$ cat config.mk
export PLATFORM = sky130hd
export DESIGN_NAME = cond_unit
export DESIGN_NICKNAME = d
export VERILOG_FILES = /design/src/rtl/arm_pkg.sv /design/src/rtl/cond_check.sv /design/src/rtl/cond_unit.sv
export SDC_FILE = /design/constraint.sdc
export NUM_CORES = 1
export LEC_CHECK = 0
export ABC_CLOCK_PERIOD_IN_PS = 2500
export BUFFER_PORTS_ARGS = -buffer_cell sky130_fd_sc_hd__buf_2
export CAP_MARGIN = 30
export CORE_MARGIN = 4
export CORE_UTILIZATION = 48
export DETAILED_ROUTE_END_ITERATION = 10
export PLACE_DENSITY_LB_ADDON = 0.3
export SLEW_MARGIN = 20
export SYNTH_ARGS = -nofsm -noshare
export SYNTH_HDL_FRONTEND = slang
export SYNTH_SLANG_ARGS = --single-unit
$ cat constraint.sdc
create_clock -name clk -period 2.5 [get_ports clk]
set_input_delay 0.25 -clock clk [delete_from_list [all_inputs] [get_ports clk]]
set_output_delay 0.25 -clock clk [all_outputs]
set_load 0.02 [all_outputs]
$ cat src/rtl/arm_pkg.sv
// Shared ARM definitions: condition-field encodings and {N,Z,C,V} flag bit positions.
// The ALU uses the same package, so flag ordering stays consistent between the two blocks.
package arm_pkg;

    localparam logic [3:0] COND_EQ = 4'b0000;
    localparam logic [3:0] COND_NE = 4'b0001;
    localparam logic [3:0] COND_CS = 4'b0010;
    localparam logic [3:0] COND_CC = 4'b0011;
    localparam logic [3:0] COND_MI = 4'b0100;
    localparam logic [3:0] COND_PL = 4'b0101;
    localparam logic [3:0] COND_VS = 4'b0110;
    localparam logic [3:0] COND_VC = 4'b0111;
    localparam logic [3:0] COND_HI = 4'b1000;
    localparam logic [3:0] COND_LS = 4'b1001;
    localparam logic [3:0] COND_GE = 4'b1010;
    localparam logic [3:0] COND_LT = 4'b1011;
    localparam logic [3:0] COND_GT = 4'b1100;
    localparam logic [3:0] COND_LE = 4'b1101;
    localparam logic [3:0] COND_AL = 4'b1110;
    localparam logic [3:0] COND_NV = 4'b1111;

    localparam int FLAG_N = 3;
    localparam int FLAG_Z = 2;
    localparam int FLAG_C = 1;
    localparam int FLAG_V = 0;

endpackage

$ cat src/rtl/cond_check.sv
// Purely combinational ARM condition decoder: reports whether cond passes for the given flags.
module cond_check
    import arm_pkg::*;
(
    input  logic [3:0] cond,
    input  logic [3:0] flags,
    output logic       pass
);

    logic n, z, c, v;

    assign n = flags[FLAG_N];
    assign z = flags[FLAG_Z];
    assign c = flags[FLAG_C];
    assign v = flags[FLAG_V];

    always_comb begin
        pass = 1'b0;
        case (cond)
            COND_EQ: pass = z;
            COND_NE: pass = ~z;
            COND_CS: pass = c;
            COND_CC: pass = ~c;
            COND_MI: pass = n;
            COND_PL: pass = ~n;
            COND_VS: pass = v;
            COND_VC: pass = ~v;
            COND_HI: pass = c & ~z;
            COND_LS: pass = ~c | z;
            COND_GE: pass = (n == v);
            COND_LT: pass = (n != v);
            COND_GT: pass = ~z & (n == v);
            COND_LE: pass = z | (n != v);
            COND_AL: pass = 1'b1;
            COND_NV: pass = 1'b0;
            default: pass = 1'b0;
        endcase
    end

endmodule

$ cat src/rtl/cond_unit.sv
// ARM execute-stage condition unit: gates decoder controls by the condition check and
// owns the {N,Z,C,V} flag register plus a saturating count of committed flag updates.
module cond_unit
    import arm_pkg::*;
#(
    parameter logic [3:0] RESET_FLAGS = 4'b0000
) (
    input  logic       clk,
    input  logic       rst_n,
    input  logic       valid_in,
    input  logic       stall,
    input  logic [3:0] cond,
    input  logic [3:0] alu_flags,
    input  logic [1:0] flag_w,
    input  logic       pcs_in,
    input  logic       reg_w_in,
    input  logic       mem_w_in,
    output logic       pcs_out,
    output logic       reg_w_out,
    output logic       mem_w_out,
    output logic       cond_ex,
    output logic [3:0] flags,
    output logic [7:0] flag_upd_cnt
);

    logic [3:0] flag_q;
    logic [7:0] cnt_q;
    logic       pass;
    logic       commit;

    // Condition is judged on the registered flags, so the instruction never sees its own ALU result.
    cond_check u_cond_check (
        .cond  (cond),
        .flags (flag_q),
        .pass  (pass)
    );

    assign cond_ex   = valid_in & pass;
    assign commit    = cond_ex & ~stall;
    assign pcs_out   = pcs_in   & commit;
    assign reg_w_out = reg_w_in & commit;
    assign mem_w_out = mem_w_in & commit;

    assign flags        = flag_q;
    assign flag_upd_cnt = cnt_q;

    always_ff @(posedge clk or negedge rst_n) begin
        if (!rst_n) begin
            flag_q <= RESET_FLAGS;
            cnt_q  <= 8'd0;
        end else if (commit) begin
            if (flag_w[1]) begin
                flag_q[FLAG_N] <= alu_flags[FLAG_N];
                flag_q[FLAG_Z] <= alu_flags[FLAG_Z];
            end
            if (flag_w[0]) begin
                flag_q[FLAG_C] <= alu_flags[FLAG_C];
                flag_q[FLAG_V] <= alu_flags[FLAG_V];
            end
            if ((|flag_w) && (cnt_q != 8'hFF)) begin
                cnt_q <= cnt_q + 8'd1;
            end
        end
    end

endmodule

### Yosys cells after proc, flatten, opt, wreduce, memory -nomap -nowiden

Cells that the tools add are included.

* register bits after elaboration: 12
* input port bits: 17

* add/subtract/negate cells: 1
* equal/unequal tests: 18
* multiplexer cells: 1
* bitwise gates (word level): 14
* reductions and logical operators: 6

Operators with widths (count)
* equality test 4 bit, second input constant: 8
* equality test 4 x 3 -> 1 bit, second input constant: 4
* one-hot mux 1 bit (16 select lines): 1
* adder 8 x 1 -> 8 bit, second input constant: 1
* equality test 4 x 2 -> 1 bit, second input constant: 2
* inequality test 8 bit, second input constant: 1
* bitwise AND 1 bit: 7
* AND reduction 2 bit: 3
* NOT 1 bit: 5
* equality test 4 x 1 -> 1 bit, second input constant: 1
* logical NOT 4 bit: 1
* bitwise OR 1 bit: 2
* OR reduction 2 bit: 1
* equality test 1 bit: 1
* logical AND 1 bit: 1
* inequality test 1 bit: 1

### Logic depth before layout (Yosys ltp)

* word-level depth: 6
* gate-level depth with buffers: 7
* depth with buffers taken out: 5

### Hierarchy

A second synthesis with hierarchy kept.

* cells, all modules: 74
* area, all modules: 813.3 sq um

Modules (own cells, without submodules)
* cond_unit: instances 1, cells an instance 51, area an instance 658.1 sq um, sequential area each 300.3 sq um
* cond_check: instances 1, cells an instance 23, area an instance 155.1 sq um, sequential area each 0.0 sq um

### Worst setup path after synthesis

OpenSTA, ideal clock, no wires.

* path type: reg2out
* from: reg flag_q[0] (netlist: flags[0])
* to: out mem_w_out
* arrival: 1.853 ns
* data required time: 2.250 ns
* setup slack: 0.397 ns
* stages on the path, launching flop included: 7
* path buffers: 1
* cells stage by stage: dfrtp_1 xor2_1 mux2_1 a221oi_2 buf_6 a21boi_0 and2_1

* longest elaborated chain between the ends: 6
* elaborated cells between the ends (all ways): 9
* classes of those cells: eq/ne (2); mux (1); bitwise (6)

Ends and longest elaborated chain
* from (decl): line cond_unit.sv:26 `logic [3:0] flag_q;`
* from (signal, indexed assignment): line cond_unit.sv:53 `flag_q[FLAG_N] <= alu_flags[FLAG_N];`
* from (signal, indexed assignment): line cond_unit.sv:54 `flag_q[FLAG_Z] <= alu_flags[FLAG_Z];`
* from (signal, indexed assignment): line cond_unit.sv:57 `flag_q[FLAG_C] <= alu_flags[FLAG_C];`
* inequality test 1 bit or equality test 1 bit (tied branches)
* bitwise OR 1 bit or bitwise AND 1 bit (tied branches): line cond_check.sv:33, cond_check.sv:32
* one-hot mux 1 bit (16 select lines) (*): line cond_check.sv:19 `case (cond)`
* bitwise AND 1 bit (*): line cond_unit.sv:38 `assign cond_ex = valid_in & pass;`
* bitwise AND 1 bit (*): line cond_unit.sv:39 `assign commit = cond_ex & ~stall;`
* bitwise AND 1 bit (*): line cond_unit.sv:42 `assign mem_w_out = mem_w_in & commit;`
* to (decl): line cond_unit.sv:20 `output logic mem_w_out,`

Mark *: on every way between the ends. The rest lies on a longest branch, timed or not.

### Final worst setup path

* from: reg flag_q[0] (netlist: flags[0])
* to: out cond_ex

* longest elaborated chain between the ends: 4
* elaborated cells between the ends (all ways): 7
* classes of those cells: eq/ne (2); mux (1); bitwise (4)

Ends and longest elaborated chain
* inequality test 1 bit or equality test 1 bit (tied branches)
* bitwise OR 1 bit or bitwise AND 1 bit (tied branches): line cond_check.sv:33, cond_check.sv:32
* one-hot mux 1 bit (16 select lines) (*): line cond_check.sv:19
* bitwise AND 1 bit (*): line cond_unit.sv:38
* to (decl): line cond_unit.sv:21 `output logic cond_ex,`

Marked as above.

==> impl_metrics.tcl <==
set metrics [dict create \
    yosysTopAreaCellShare_pct 34.3 \
    drt-initial-drc-count 6 \
    clockRootBuffer "clkbuf_4" \
    status "complete, no violations" \
    nNetsFinal 133 \
    grt_pass1_vias 690 \
    wl_per_cell_um 13.5 \
    insertion_delay_ns 0.27 \
    synth-xor-area-share_pct 10.0 \
    overflow 0 \
    fin_util_pct 63.9 \
    portBuffers 32 \
    min-delay-path-class "in -> reg" \
    synth_top_family_by_area "compound AO/OA/AOI/OAI gates" \
    r2r_cells 6 \
    cp-start-kind "flip-flop" \
    ys_ff_latch 12 \
    synth_top_flop_cell "dfrtp_1" \
    core_area_um2 1730 \
    worst_r2r_endpoint "flags[0]" \
    cp_max_fo 10 \
    hold-path-endpoint "flags[2]" \
    clk_pin_slew_ns 0.08 \
    yosysWarningCount 0 \
    antenna_found_initial 0 \
    path_class "reg -> out" \
    cts_tree "done" \
    regToRegSetupSlack_ns 0.49 \
    synth_mux_area_share_pct 11.0 \
    synth.distinct_cells 36 \
    synth-compound-area-share_pct 22.5 \
    num_vias 720 \
    dr.pass1.iters 4 \
    yosys.area_share.simple_pct 15.5 \
    dp_hpwl_mm 1.45 \
    hold_depth 2 \
    worst_ep_required_time_ns 2.25 \
    drc_errors 0 \
    htree_levels 1 \
    num-fill-cells 167 \
    tightest_slew_ns 0.421 \
    ant_nets 0 \
    syn2layout_area_growth_pct 26.2 \
    n_antenna_cell 0 \
    power.density_nw_per_um2 887 \
    max_clock_freq_mhz 432 \
    min_period_over_period_pct 92.5 \
    hold_viol_final 0 \
    reg2reg_from "flags[0]" \
    fp.dieW_um 50.7 \
    syn-cell-area_um2 875 \
    grt_pass1_wl_mm 3.11 \
    initial_core_util_pct 50.7 \
    min_period_ns 2.31 \
    clock_skew_ns 0.00102 \
    hp-start "alu_flags[2]" \
    pin_count 33 \
    ys_top_cells_by_area "dfrtp_1 (34%), mux2_4 (8.6%), xor2_1 (8.0%), a2111oi_2 (3.4%), a221oi_2 (3.4%)" \
    syn_nets 97 \
    synth.largest_area_cell "dfrtp_1" \
    max-cap-violations 0 \
    cellLeakagePower_nw 0.539 \
    die_area_um2 2570 \
    synthAdderAreaFrac_pct 1.43 \
    ir_worst_vdd_v 0.000545 \
    cp.arrival_ns 2.06 \
    grt_setup_unrepaired "false" \
    cts_buffer_depth 2 \
    syn_avg_cell_area_um2 11.1 \
    cts_buffers 3 \
    fp-row-count 15 \
    synth_async_sr_flop_share_pct 100 \
    relSlewSlack_pct 71.7 \
    ys_seq_area_share_pct 34.3 \
    clock-sinks 12 \
    finalWirelength_mm 1.88 \
    setup_viol 0 \
    finalWeightedCongestion 0.826 \
    vias_per_cell 5.18 \
    crit_path_end_kind "primary output" \
    synthCells 79 \
    grt_max_degree 13 \
    gr-usage-all-layers_pct 16.1 \
    slew_violations 0 \
    drive_above_1_share_pct 47.4 \
    die_y_um 50.7 \
    synth_edf_count 0 \
    finalSetupTns_ns 0 \
]
-- flip-flops by register name (all words and copies together), names as in the netlist --
name / flops
flags: 4
flag_upd_cnt: 8
-- power breakdown --
group	switching (mW)	leakage, nW	internal (mW)	total (mW)
Clock	0.0670	0.0210	0.0886	0.156
Combinational	0.258	0.365	0.215	0.473
Sequential	0.0941	0.153	0.256	0.351
-- final cells by class --
| type | count | area (µm²) | area share [%] |
|---|---|---|---|
| multi-input combinational | 60 | 536 | 48.5 |
| sequential | 12 | 300 | 27.2 |
| timing repair buffer | 35 | 189 | 17.1 |
| clock buffer | 4 | 36.3 | 3.29 |
| tap | 25 | 31.3 | 2.83 |
| inverter | 3 | 11.3 | 1.02 |
-- through the flow --
step           instances  total power, mW  cell area, µm²  setup WS (ns)  hold WS [ns]
5_1_grt              139             1.04            1100         0.0233         0.191
3_3_place_gp         134            0.801            1050          0.501         0.144
2_1_floorplan         79            0.676             875          0.397       -0.0456
3_5_place_dp         134            0.813            1050          0.436         0.147
4_1_cts              139            0.971            1090          0.121         0.197
6_report             139            0.979            1100          0.188         0.200
-- cell usage after synthesis, drive strengths merged (2+ instances only) --
| cell | count |
|---|---|
| a221oi | 3 |
| nor2 | 2 |
| inv | 3 |
| a211oi | 4 |
| dfrtp | 12 |
| mux2 | 6 |
| and2 | 3 |
| xnor2 | 2 |
| a21oi | 3 |
| buf | 4 |
| a2111oi | 3 |
| nor2b | 3 |
| xor2 | 8 |
| nand3 | 4 |
| nand2 | 5 |
-- layout by cell type (no fill, tap or decap) --
cell type,n
nor2b_1,2
buf_6,1
nand4_1,1
nand2b_1,1
buf_2,32
nor2_1,2
a21boi_1,1
dlygate4sd3_1,1
xor2_2,1
a2111oi_2,2
inv_1,3
a211oi_4,1
a22o_1,1
a221oi_1,1
nor4_1,1
clkbuf_8,1
a2111oi_1,1
nand2_1,5
xor2_1,7
o31ai_1,1
and2_1,3
o311a_1,1
nor2b_4,1
clkbuf_4,3
and3_1,1
a21oi_2,3
nor3_1,1
mux2_4,5
or2_1,1
a211oi_1,3
mux2i_1,1
o221ai_2,1
xnor2_1,2
mux2_1,1
dfrtp_1,12
nor3b_1,1
a221oi_2,2
ha_1,1
nand3_1,4
buf_4,1
-- routing by layer --
layer	up-vias	share of wire [%]	global-route usage, %
met5	-	0	0
met1	336	50	22.3
li1	359	-	-
met4	0	0.85	8.07
met2	22	44	24.1
met3	3	4.7	2.67
-- worst max path at each step --
stage / from / to / slack [ns] / cells past startpoint
2_1_floorplan: flags[0] / mem_w_out / 0.40 / 6
3_3_place_gp: flags[3] / cond_ex / 0.50 / 6
3_5_place_dp: flags[3] / pcs_out / 0.44 / 6
4_1_cts: flags[3] / pcs_out / 0.12 / 6
5_1_grt: flags[0] / pcs_out / 0.02 / 6
6_report: flags[0] / cond_ex / 0.19 / 6
-- cell families (layout without fill, tap and decap cells) --
family	Yosys count	count (layout)
mux	7	7
flops	12	12
simple gates	24	24
fa+ha+maj	1	1
compound gates	18	18
xor+xnor	10	10
buf+inv	7	42
-- worst max-delay path, stage by stage (launching register included) --
cell	delay, ns
dfrtp_1	0.44
xor2_2	0.21
mux2_1	0.35
a221oi_2	0.30
buf_6	0.20
a221oi_1	0.10
buf_2	0.19
-- timing repair --
item | 4_1_cts | 5_1_grt
setup endpoints to repair | 0 | 4
hold endpoints to repair | 12 | 0
buffers inserted | 0 | 0
hold buffers | 1 | 0
gates resized for setup | 0 | 3
Power figures use the tool's default switching activity.
